## src/rtl/dff_pipe_pkg.sv

```systemverilog
`default_nettype none
// ============================================================================
// Module      : dff_pipe_pkg
// Description : Shared helpers for the dff_pipe register pipeline.
//               - even_parity : parity bit that makes the total number of
//                               ones in {word, bit} even (the XOR of the word)
//               - count_width : width of the occupancy counter for a given
//                               number of stages
// Revision    : 1.0 - initial release
// ============================================================================
package dff_pipe_pkg;

    // Widest data word the pipeline supports; callers zero-extend narrower
    // words into this width, which leaves the parity unchanged.
    localparam int MAX_WIDTH = 64;

    function automatic logic even_parity(input logic [MAX_WIDTH-1:0] word);
        return ^word;
    endfunction

    // The counter must be able to hold the value DEPTH itself.
    function automatic int count_width(input int depth);
        return $clog2(depth + 1);
    endfunction

endpackage
`default_nettype wire

```

## src/rtl/dff_pipe_stage.sv

```systemverilog
`default_nettype none
// ============================================================================
// Module      : dff_pipe_stage
// Description : One pipeline register: a data word plus its valid flag.
//               When adv is high the stage takes whatever the upstream side
//               offers (up_valid/up_data); the data flops load only when a
//               real word arrives, so an empty slot keeps its old contents.
//               flush clears the valid flag but never touches the data.
// Ports       : clk      - clock, all updates on the rising edge
//               rst      - synchronous active-high reset
//               flush    - clear valid, keep data
//               adv      - stage may take a new word (empty or emptying)
//               up_valid - upstream offers a word
//               up_data  - upstream word
//               valid    - stage occupied
//               data     - stored word
// Revision    : 1.0 - initial release
// ============================================================================
module dff_pipe_stage #(
    parameter int               WIDTH     = 8,
    parameter logic [WIDTH-1:0] RESET_VAL = '0
) (
    input  logic             clk,
    input  logic             rst,
    input  logic             flush,
    input  logic             adv,
    input  logic             up_valid,
    input  logic [WIDTH-1:0] up_data,
    output logic             valid,
    output logic [WIDTH-1:0] data
);

    always_ff @(posedge clk) begin
        if (rst) begin
            valid <= 1'b0;
            data  <= RESET_VAL;
        end else if (flush) begin
            valid <= 1'b0;
        end else if (adv) begin
            valid <= up_valid;
            if (up_valid) begin
                data <= up_data;
            end
        end
    end

endmodule
`default_nettype wire

```

## src/rtl/dff_pipe.sv

```systemverilog
`default_nettype none
// ============================================================================
// Module      : dff_pipe
// Description : Elastic DEPTH-stage register pipeline with valid/ready
//               handshakes on both sides. q/out_valid come straight from the
//               last stage's flops. Empty slots (bubbles) are squeezed out:
//               a stage can take a new word whenever it, or any stage
//               downstream of it, is empty, or the consumer is taking q.
// Ports       : clk, rst            - clock, synchronous active-high reset
//               in_valid/in_ready/d - producer side
//               out_valid/out_ready/q - consumer side
//               flush               - drop every in-flight word
//               count               - number of occupied stages
//               out_perr            - parity error on q
// Options     : DFF_PIPE_PARITY_EN  - when defined, every stage stores an
//               even-parity bit computed from d on accept and out_perr flags a
//               mismatch on the last stage; otherwise out_perr is tied low.
// Revision    : 1.0 - initial release
// ============================================================================
module dff_pipe
    import dff_pipe_pkg::*;
#(
    parameter int               WIDTH     = 8,
    parameter int               DEPTH     = 4,
    parameter logic [WIDTH-1:0] RESET_VAL = '0
) (
    input  logic                          clk,
    input  logic                          rst,
    input  logic                          in_valid,
    output logic                          in_ready,
    input  logic [WIDTH-1:0]              d,
    output logic                          out_valid,
    input  logic                          out_ready,
    output logic [WIDTH-1:0]              q,
    input  logic                          flush,
    output logic [count_width(DEPTH)-1:0] count,
    output logic                          out_perr
);

    localparam int CW = count_width(DEPTH);

`ifdef DFF_PIPE_PARITY_EN
    // Parity travels as the MSB of each stage word.
    localparam int            SW        = WIDTH + 1;
    localparam logic [SW-1:0] STAGE_RST = {even_parity(64'(RESET_VAL)), RESET_VAL};
`else
    localparam int            SW        = WIDTH;
    localparam logic [SW-1:0] STAGE_RST = RESET_VAL;
`endif

    logic [SW-1:0]    head_word;
    logic [SW-1:0]    sdata [DEPTH];
    logic [DEPTH-1:0] svalid;
    logic [DEPTH-1:0] sready;
    logic [SW-1:0]    last_word;
    logic             in_fire;
    logic             out_fire;

`ifdef DFF_PIPE_PARITY_EN
    assign head_word = {even_parity(64'(d)), d};
`else
    assign head_word = d;
`endif

    // ------------------------------------------------------------------
    // Stage array. Stage i can take a word when the consumer is draining
    // the last stage or any stage from i to DEPTH-1 is empty: a hole
    // anywhere downstream means every word above it shifts by one. The
    // reduction form avoids a ripple chain through sready itself.
    // ------------------------------------------------------------------
    for (genvar i = 0; i < DEPTH; i++) begin : g_stage
        logic          up_valid;
        logic [SW-1:0] up_data;

        assign sready[i] = out_ready | ~(&svalid[DEPTH-1:i]);

        if (i == 0) begin : g_head
            assign up_valid = in_valid;
            assign up_data  = head_word;
        end else begin : g_body
            assign up_valid = svalid[i-1];
            assign up_data  = sdata[i-1];
        end

        dff_pipe_stage #(
            .WIDTH     (SW),
            .RESET_VAL (STAGE_RST)
        ) u_stage (
            .clk      (clk),
            .rst      (rst),
            .flush    (flush),
            .adv      (sready[i]),
            .up_valid (up_valid),
            .up_data  (up_data),
            .valid    (svalid[i]),
            .data     (sdata[i])
        );
    end

    // in_ready depends only on stage state and out_ready, never on in_valid.
    assign in_ready  = sready[0];
    assign last_word = sdata[DEPTH-1];
    assign out_valid = svalid[DEPTH-1];
    assign q         = last_word[WIDTH-1:0];

    assign in_fire   = in_valid & in_ready;
    assign out_fire  = out_valid & out_ready;

`ifdef DFF_PIPE_PARITY_EN
    assign out_perr = out_valid & (even_parity(64'(q)) ^ last_word[WIDTH]);
`else
    assign out_perr = 1'b0;
`endif

    // ------------------------------------------------------------------
    // Occupancy counter. Kept as its own register rather than a popcount
    // of svalid so it stays a plain flop output. Accept and output in the
    // same cycle cancel; flush wins over a simultaneous accept.
    // ------------------------------------------------------------------
    always_ff @(posedge clk) begin
        if (rst) begin
            count <= '0;
        end else if (flush) begin
            count <= '0;
        end else begin
            count <= count + CW'(in_fire) - CW'(out_fire);
        end
    end

endmodule
`default_nettype wire
```

## config.mk

```make
export PLATFORM = sky130hd
export DESIGN_NAME = dff_pipe
export DESIGN_NICKNAME = d
export VERILOG_FILES = /design/src/rtl/dff_pipe_pkg.sv /design/src/rtl/dff_pipe_stage.sv /design/src/rtl/dff_pipe.sv
export SDC_FILE = /design/constraint.sdc
export NUM_CORES = 1
export LEC_CHECK = 0
export CORE_MARGIN = 8
export CORE_UTILIZATION = 52
export DETAILED_ROUTE_END_ITERATION = 8
export PLACE_DENSITY = 0.89
export SLEW_MARGIN = 20
export SYNTH_ARGS = -nofsm -noshare
export SYNTH_HDL_FRONTEND = slang
export SYNTH_SLANG_ARGS = --single-unit
export TNS_END_PERCENT = 20
```

## constraint.sdc

```tcl
create_clock -name clk -period 3.1 [get_ports clk]
set_clock_uncertainty 0.05 [all_clocks]
set_input_delay 0.62 -clock clk [delete_from_list [all_inputs] [get_ports clk]]
set_output_delay 0.62 -clock clk [all_outputs]
set_load 0.02 [all_outputs]
```

# --- Yosys cells after proc, flatten, opt, wreduce, memory -nomap -nowiden ---
# Cells that the tools add are included.
word_totals:
  regBits: 39
  input_bits: 13
  output_inout_bits: 14
  word_cells: 30
op_classes:
  add_sub_neg: 2
  bitwise_logic: 11
  n_reduce_logical: 8
ops:
  columns: ["op", "n"]
  rows:
  - ["AND reduction 3 bit", 5]
  - ["inverter 1 bit", 5]
  - ["bitwise OR 1 bit", 4]
  - ["AND reduction 4 bit", 1]
  - ["adder 3 x 1 -> 3 bit", 1]
  - ["subtractor 3 x 1 -> 3 bit", 1]
  - ["bitwise AND 1 bit", 2]
  - ["AND reduction 2 bit", 1]
  - ["OR reduction 2 bit", 1]

# --- Logic depth before layout (Yosys ltp) ---
# Gate-level depths: netlist of run 1.
logic_depth:
  word_depth: 6
  ltp_mapped: 12
  ltp_nobuf: 10

# --- Modules after synthesis ---
# Synthesis of run 1 repeated with hierarchy kept, for this count alone.
hier_totals:
  cells_unflattened: 173
  hier_area_um2: 1809.2
modules_own_cells:
  columns: ["mod", "instances", "cells_each", "area_per_inst_um2", "seq_area_each_um2"]
  rows:
  - ["dff_pipe_stage", 4, 38, 399.1, 180.2]
  - ["dff_pipe", 1, 21, 212.7, 60.1]

# --- Worst setup path after synthesis of run 1 ---
# No wires, ideal clock.
synth_timing:
  path_type: "input-to-reg"
  from: "in out_ready"
  to: "reg count[2]"
  setup_time_ps: 119
  t_arrival_ps: 2438
  required_ps: 2931
  slack_ps: 493
  cell_stages: 11
  n_path_buf: 1
  path_cell_list: "and4b_4 -> buf_4 -> nand2_1 -> nand2_1 -> ha_1 -> inv_1 -> ha_1 -> fa_1 -> xnor2_1 -> xnor2_1 -> nor3_1"
synth_via:
  elab_chain_cells: 4
  word_cells_on_any_way: 5
  cone_classes: "add/sub: 2; bitwise: 3"
synth_lines:
  columns: ["element", "line", "rtl"]
  rows:
  - ["start: declaration", "dff_pipe.sv:33", "input logic out_ready,"]
  - ["bitwise OR 1 bit", "dff_pipe.sv:75", "assign sready[i] = out_ready | ~(&svalid[DEPTH-1:i]);"]
  - ["via in_ready", "dff_pipe.sv:30", "output logic in_ready,"]
  - ["bitwise AND 1 bit", "dff_pipe.sv:106", "assign in_fire = in_valid & in_ready;"]
  - ["adder 3 x 1 -> 3 bit", "dff_pipe.sv:126", "count <= count + CW'(in_fire) - CW'(out_fire);"]
  - ["subtractor 3 x 1 -> 3 bit", "dff_pipe.sv:126", null]
  - ["end signal: assignment", "dff_pipe.sv:126", null]
  - ["end: declaration", "dff_pipe.sv:36", "output logic [count_width(DEPTH)-1:0] count,"]
# The timed path passes the listed nets, and every way through them passes these cells.
# A chain may end at the register's enable or synchronous reset.

# --- Worst setup path in the final report of run 1 ---
layout_timing:
  from: "in out_ready"
  to: "out in_ready"
layout_via:
  elab_chain_cells: 1
layout_lines:
  columns: ["element", "line"]
  rows:
  - ["bitwise OR 1 bit", "dff_pipe.sv:75"]
  - ["end: declaration", "dff_pipe.sv:30"]
# Every way passes these cells.

==> summary.txt, run 1 <==
Power
  • Peak VDD IR: 0.0003131 V
  • Leakage power: 0.6615 nW
  • Power per Cell Area: 437.6 nW/um^2

Routing
  • DRC errors left: 0
  • Routed len/inst: 12.74 microns
  • Drt first pass iters: 4
  • Detail Route Antenna Nets: 0
  • Final WL: 3184 microns
  • Initial DRC count: 86
  • Via/cell ratio: 5.120
  • Routed vias: 1280

Yosys
  • Post-Synth Simple-Gate Area: 21.55%
  • Leading area contributor after synthesis: dfxtp_1
  • Net count after synthesis: 200
  • Top_reg_cell synth: dfxtp_1
  • Top cell type's share of synthesized area: 47.34%
  • Area fraction in compound gates after synthesis: 17.22%
  • Post-Syn Instances: 184
  • Count leader, synth: dfxtp_1
  • Area contributors post-synth: dfxtp_1, nand2b_1, a21oi_1, nand3_1, o21ai_0
  • Multiplexer share of the synthesized area: 4.856%
  • Avg Synthesized Cell Area: 8.962 sq um
  • Yosys cell types: 27
  • Post-synth ARST share: 0%
  • Seq/Total Area, Yosys: 47.34%
  • Post-synthesis xor/xnor area fraction: 1.062%
  • Yosys reg bits: 39
  • Synth Area in Adders: 2.731%
  • Number of synthesized flops with an enable pin: 0
  • Synth cell count leaders: dfxtp_1, a21oi_1, nand3_1, nand2b_1, o21ai_0
  • Largest family of logic cells by synthesized area: simple AND/OR/NAND/NOR gates
  • Ys Warns: 0
  • Area of the mapped netlist: 1649 sq um

Timing
  • Fin crit period: 2.760 ns
  • Final setup violation count: 0
  • RSZ-0062 raised after global routing: false
  • Part of the cycle the worst path needs: 89.03%
  • Worst rel slew slack: 65.43%
  • Max Clk Rate: 0.3623 GHz
  • Final TNS setup: 0 ns
  • Final Hold Fails: 0
  • Slew Viols, Final: 0
  • Slew @ Worst Pin: 0.5169 ns
  • Worst Hold Slack: 0.4123 ns

Clock tree
  • Num CTS Buffers: 5
  • Post-CTS Setup Bufs: 0
  • Sink Count: 39
  • Worst skew pair latency: 0.35 ns
  • Root Buffer: clkbuf_4
  • Clk slew on worst S/H paths: 0.11 ns
  • Hold_buf cts: 0
  • # H-tree levels: 2
  • Post-CTS sizing: 0
  • CTS tree: done
  • Bufs on Longest Clock Path: 2

Floorplanning
  • FP Rows: 20
  • Full die area: 5229 sq um
  • Die Span Y: 72.32 microns
  • Initial Util: 54.46%
  • IO Count: 27
  • Core area: 3028 sq um
  • Overall die width: 72.32 microns

Placed design
  • Placed cell area: 1906 sq um
  • Hpwl dp: 2444 microns
  • Routability cong.: 0.7278
  • Port bufs: 25

Worst setup path
  • WP data required: 2.43 ns
  • Crit. End Element: output pin
  • Worst Path Max Fanout: 7
  • Worst setup path end: in_ready
  • WS Path Type: input port to output pin
  • CP Depth: 4
  • Crit path max-delay family: buffers and inverters
  • CP max stage cell: clkdlybuf4s50_1
  • Worst Path Arrival: 2.09 ns
  • Crit-path max cell delay: 0.60 ns
  • Worst reg2reg path depth: 10
  • Worst r2r src: g_stage[3].u_stage.valid
  • Crit start category: input port
  • RR Endpoint: count[2]
  • Crit path from: out_ready
  • CP Buf/Inv Count: 2
  • Worst path cell trace: clkdlybuf4s50_1 > and4b_4 > nand2_1 > clkdlybuf4s50_1
  • R2r setup slk: 0.90 ns
  • Critical path's most frequent cell: clkdlybuf4s50_1

Cells and area
  • Post-route cell area: 1974 sq um
  • Final Util: 65.21%
  • Final #Nets: 221
  • Register area: 780.7 sq um
  • Layout cells sized above 1: 5.825%
  • Area of the multi-input gates: 785.8 sq um
  • Inserted Diodes: 0
  • Layout area overhead: 19.73%
  • Fill count: 268

GRT
  • Initial antenna violation count: 0
  • Gr usage total: 13.53%
  • Pin count of the biggest net entering global routing: 20
  • Global-route wire length before repair: 5678 microns
  • Vias in the first global route: 1257
  • Grt ovf: 0

Flow run
  • Max-cap violations: 0

Worst hold path
  • Hold Path Class: flip-flop to flip-flop

Status
  • Status: finished clean
==> through the flow <==
step,total power (W),setup slack (ns),cells
global route,0.0008983,0.2365,250
global placement,0.0005823,0.1797,242
CTS,0.0008643,0.3375,250
detailed placement,0.0005845,0.07735,242
floorplan,0.0005594,0.4932,184
finish,0.0008639,0.3400,250
==> worst min-delay path by stage <==
stage,from,slack [ns],depth (start not counted),to
2_1_floorplan,g_stage[1].u_stage.data[7],0.39,2,g_stage[2].u_stage.data[7]
3_3_place_gp,g_stage[2].u_stage.data[3],0.40,2,g_stage[3].u_stage.data[3]
3_5_place_dp,g_stage[2].u_stage.data[2],0.40,2,g_stage[3].u_stage.data[2]
4_1_cts,g_stage[2].u_stage.data[2],0.42,2,g_stage[3].u_stage.data[2]
5_1_grt,g_stage[2].u_stage.data[3],0.44,2,g_stage[3].u_stage.data[3]
6_report,g_stage[2].u_stage.data[2],0.41,2,g_stage[3].u_stage.data[2]
==> layer usage <==
| metal | up-vias | share of wire [%] | track usage, % |
|---|---|---|---|
| met5 | - | 0 | 0 |
| met4 | 0 | 1.9 | 6.576 |
| met3 | 7 | 5.2 | 3.581 |
| met2 | 34 | 49 | 21.66 |
| met1 | 564 | 44 | 16.30 |
| li1 | 675 | - | - |
==> tightest hold or removal path: stages, from the launching register on <==
cell and delay (ns):
dfxtp_1 0.32, nand3_1 0.06, a21oi_1 0.05
==> cell type report <==
cell class / count / share of cell area, %
flip-flops and latches: 39 / 39.54
clock buffers: 8 / 3.485
inverters: 3 / 0.5703
well taps: 44 / 2.788
repair buffers: 28 / 13.82
multi-input cells: 128 / 39.80
==> sequential cells by signal, summed over array words and instances, names as in the netlist <==
signal,cells
count,3
g_stage.u_stage.data,32
g_stage.u_stage.valid,4
==> power breakdown <==
part | total, W | switching (W) | internal [W]
clock network | 0.000291 | 0.000157 | 0.000133
logic | 0.0000584 | 0.0000267 | 0.0000317
registers | 0.000515 | 0.00000596 | 0.000509
==> kinds of logic (layout without fill, tap and decap cells) <==
group / Yosys count / count (layout)
AOI/OAI and AO/OA: 53 / 53
xor gates and xnor gates: 2 / 2
adders and majority gates: 3 / 3
buffers and inverters: 17 / 39
DFF: 39 / 39
muxes: 8 / 8
other: 1 / 1
and+or+nand+nor: 61 / 61
==> cell usage in the layout (no fill, tap or decap) <==
| master | netlist | layout |
|---|---|---|
| a21oi_1 | 25 | 25 |
| a21oi_4 | 1 | 1 |
| and2_1 | 3 | 3 |
| and3b_1 | 1 | 1 |
| and4b_4 | 1 | 1 |
| buf_4 | 2 | 3 |
| clkbuf_1 | 8 | 1 |
| clkbuf_4 | 0 | 5 |
| clkbuf_8 | 0 | 2 |
| clkdlybuf4s50_1 | 0 | 25 |
| conb_1 | 1 | 1 |
| dfxtp_1 | 39 | 39 |
| fa_1 | 1 | 1 |
| ha_1 | 2 | 2 |
| inv_1 | 3 | 3 |
| mux2i_1 | 8 | 8 |
| nand2_1 | 2 | 2 |
| nand2b_1 | 21 | 21 |
| nand3_1 | 24 | 24 |
| nand3b_1 | 1 | 1 |
| nand4b_1 | 1 | 1 |
| nor2_1 | 1 | 1 |
| nor2b_1 | 4 | 4 |
| nor3_1 | 2 | 2 |
| o21a_1 | 3 | 3 |
| o21ai_0 | 17 | 17 |
| o21ai_1 | 7 | 7 |
| xnor2_1 | 2 | 2 |
Note: power is estimated with default switching activity, not from simulation.
==> run 2, diff against run 1 <==
- CTS_CLUSTER_DIAMETER: default -> 30
==> results of run 2 <==
Final layout, timing and power as in run 1 (identical DEF).
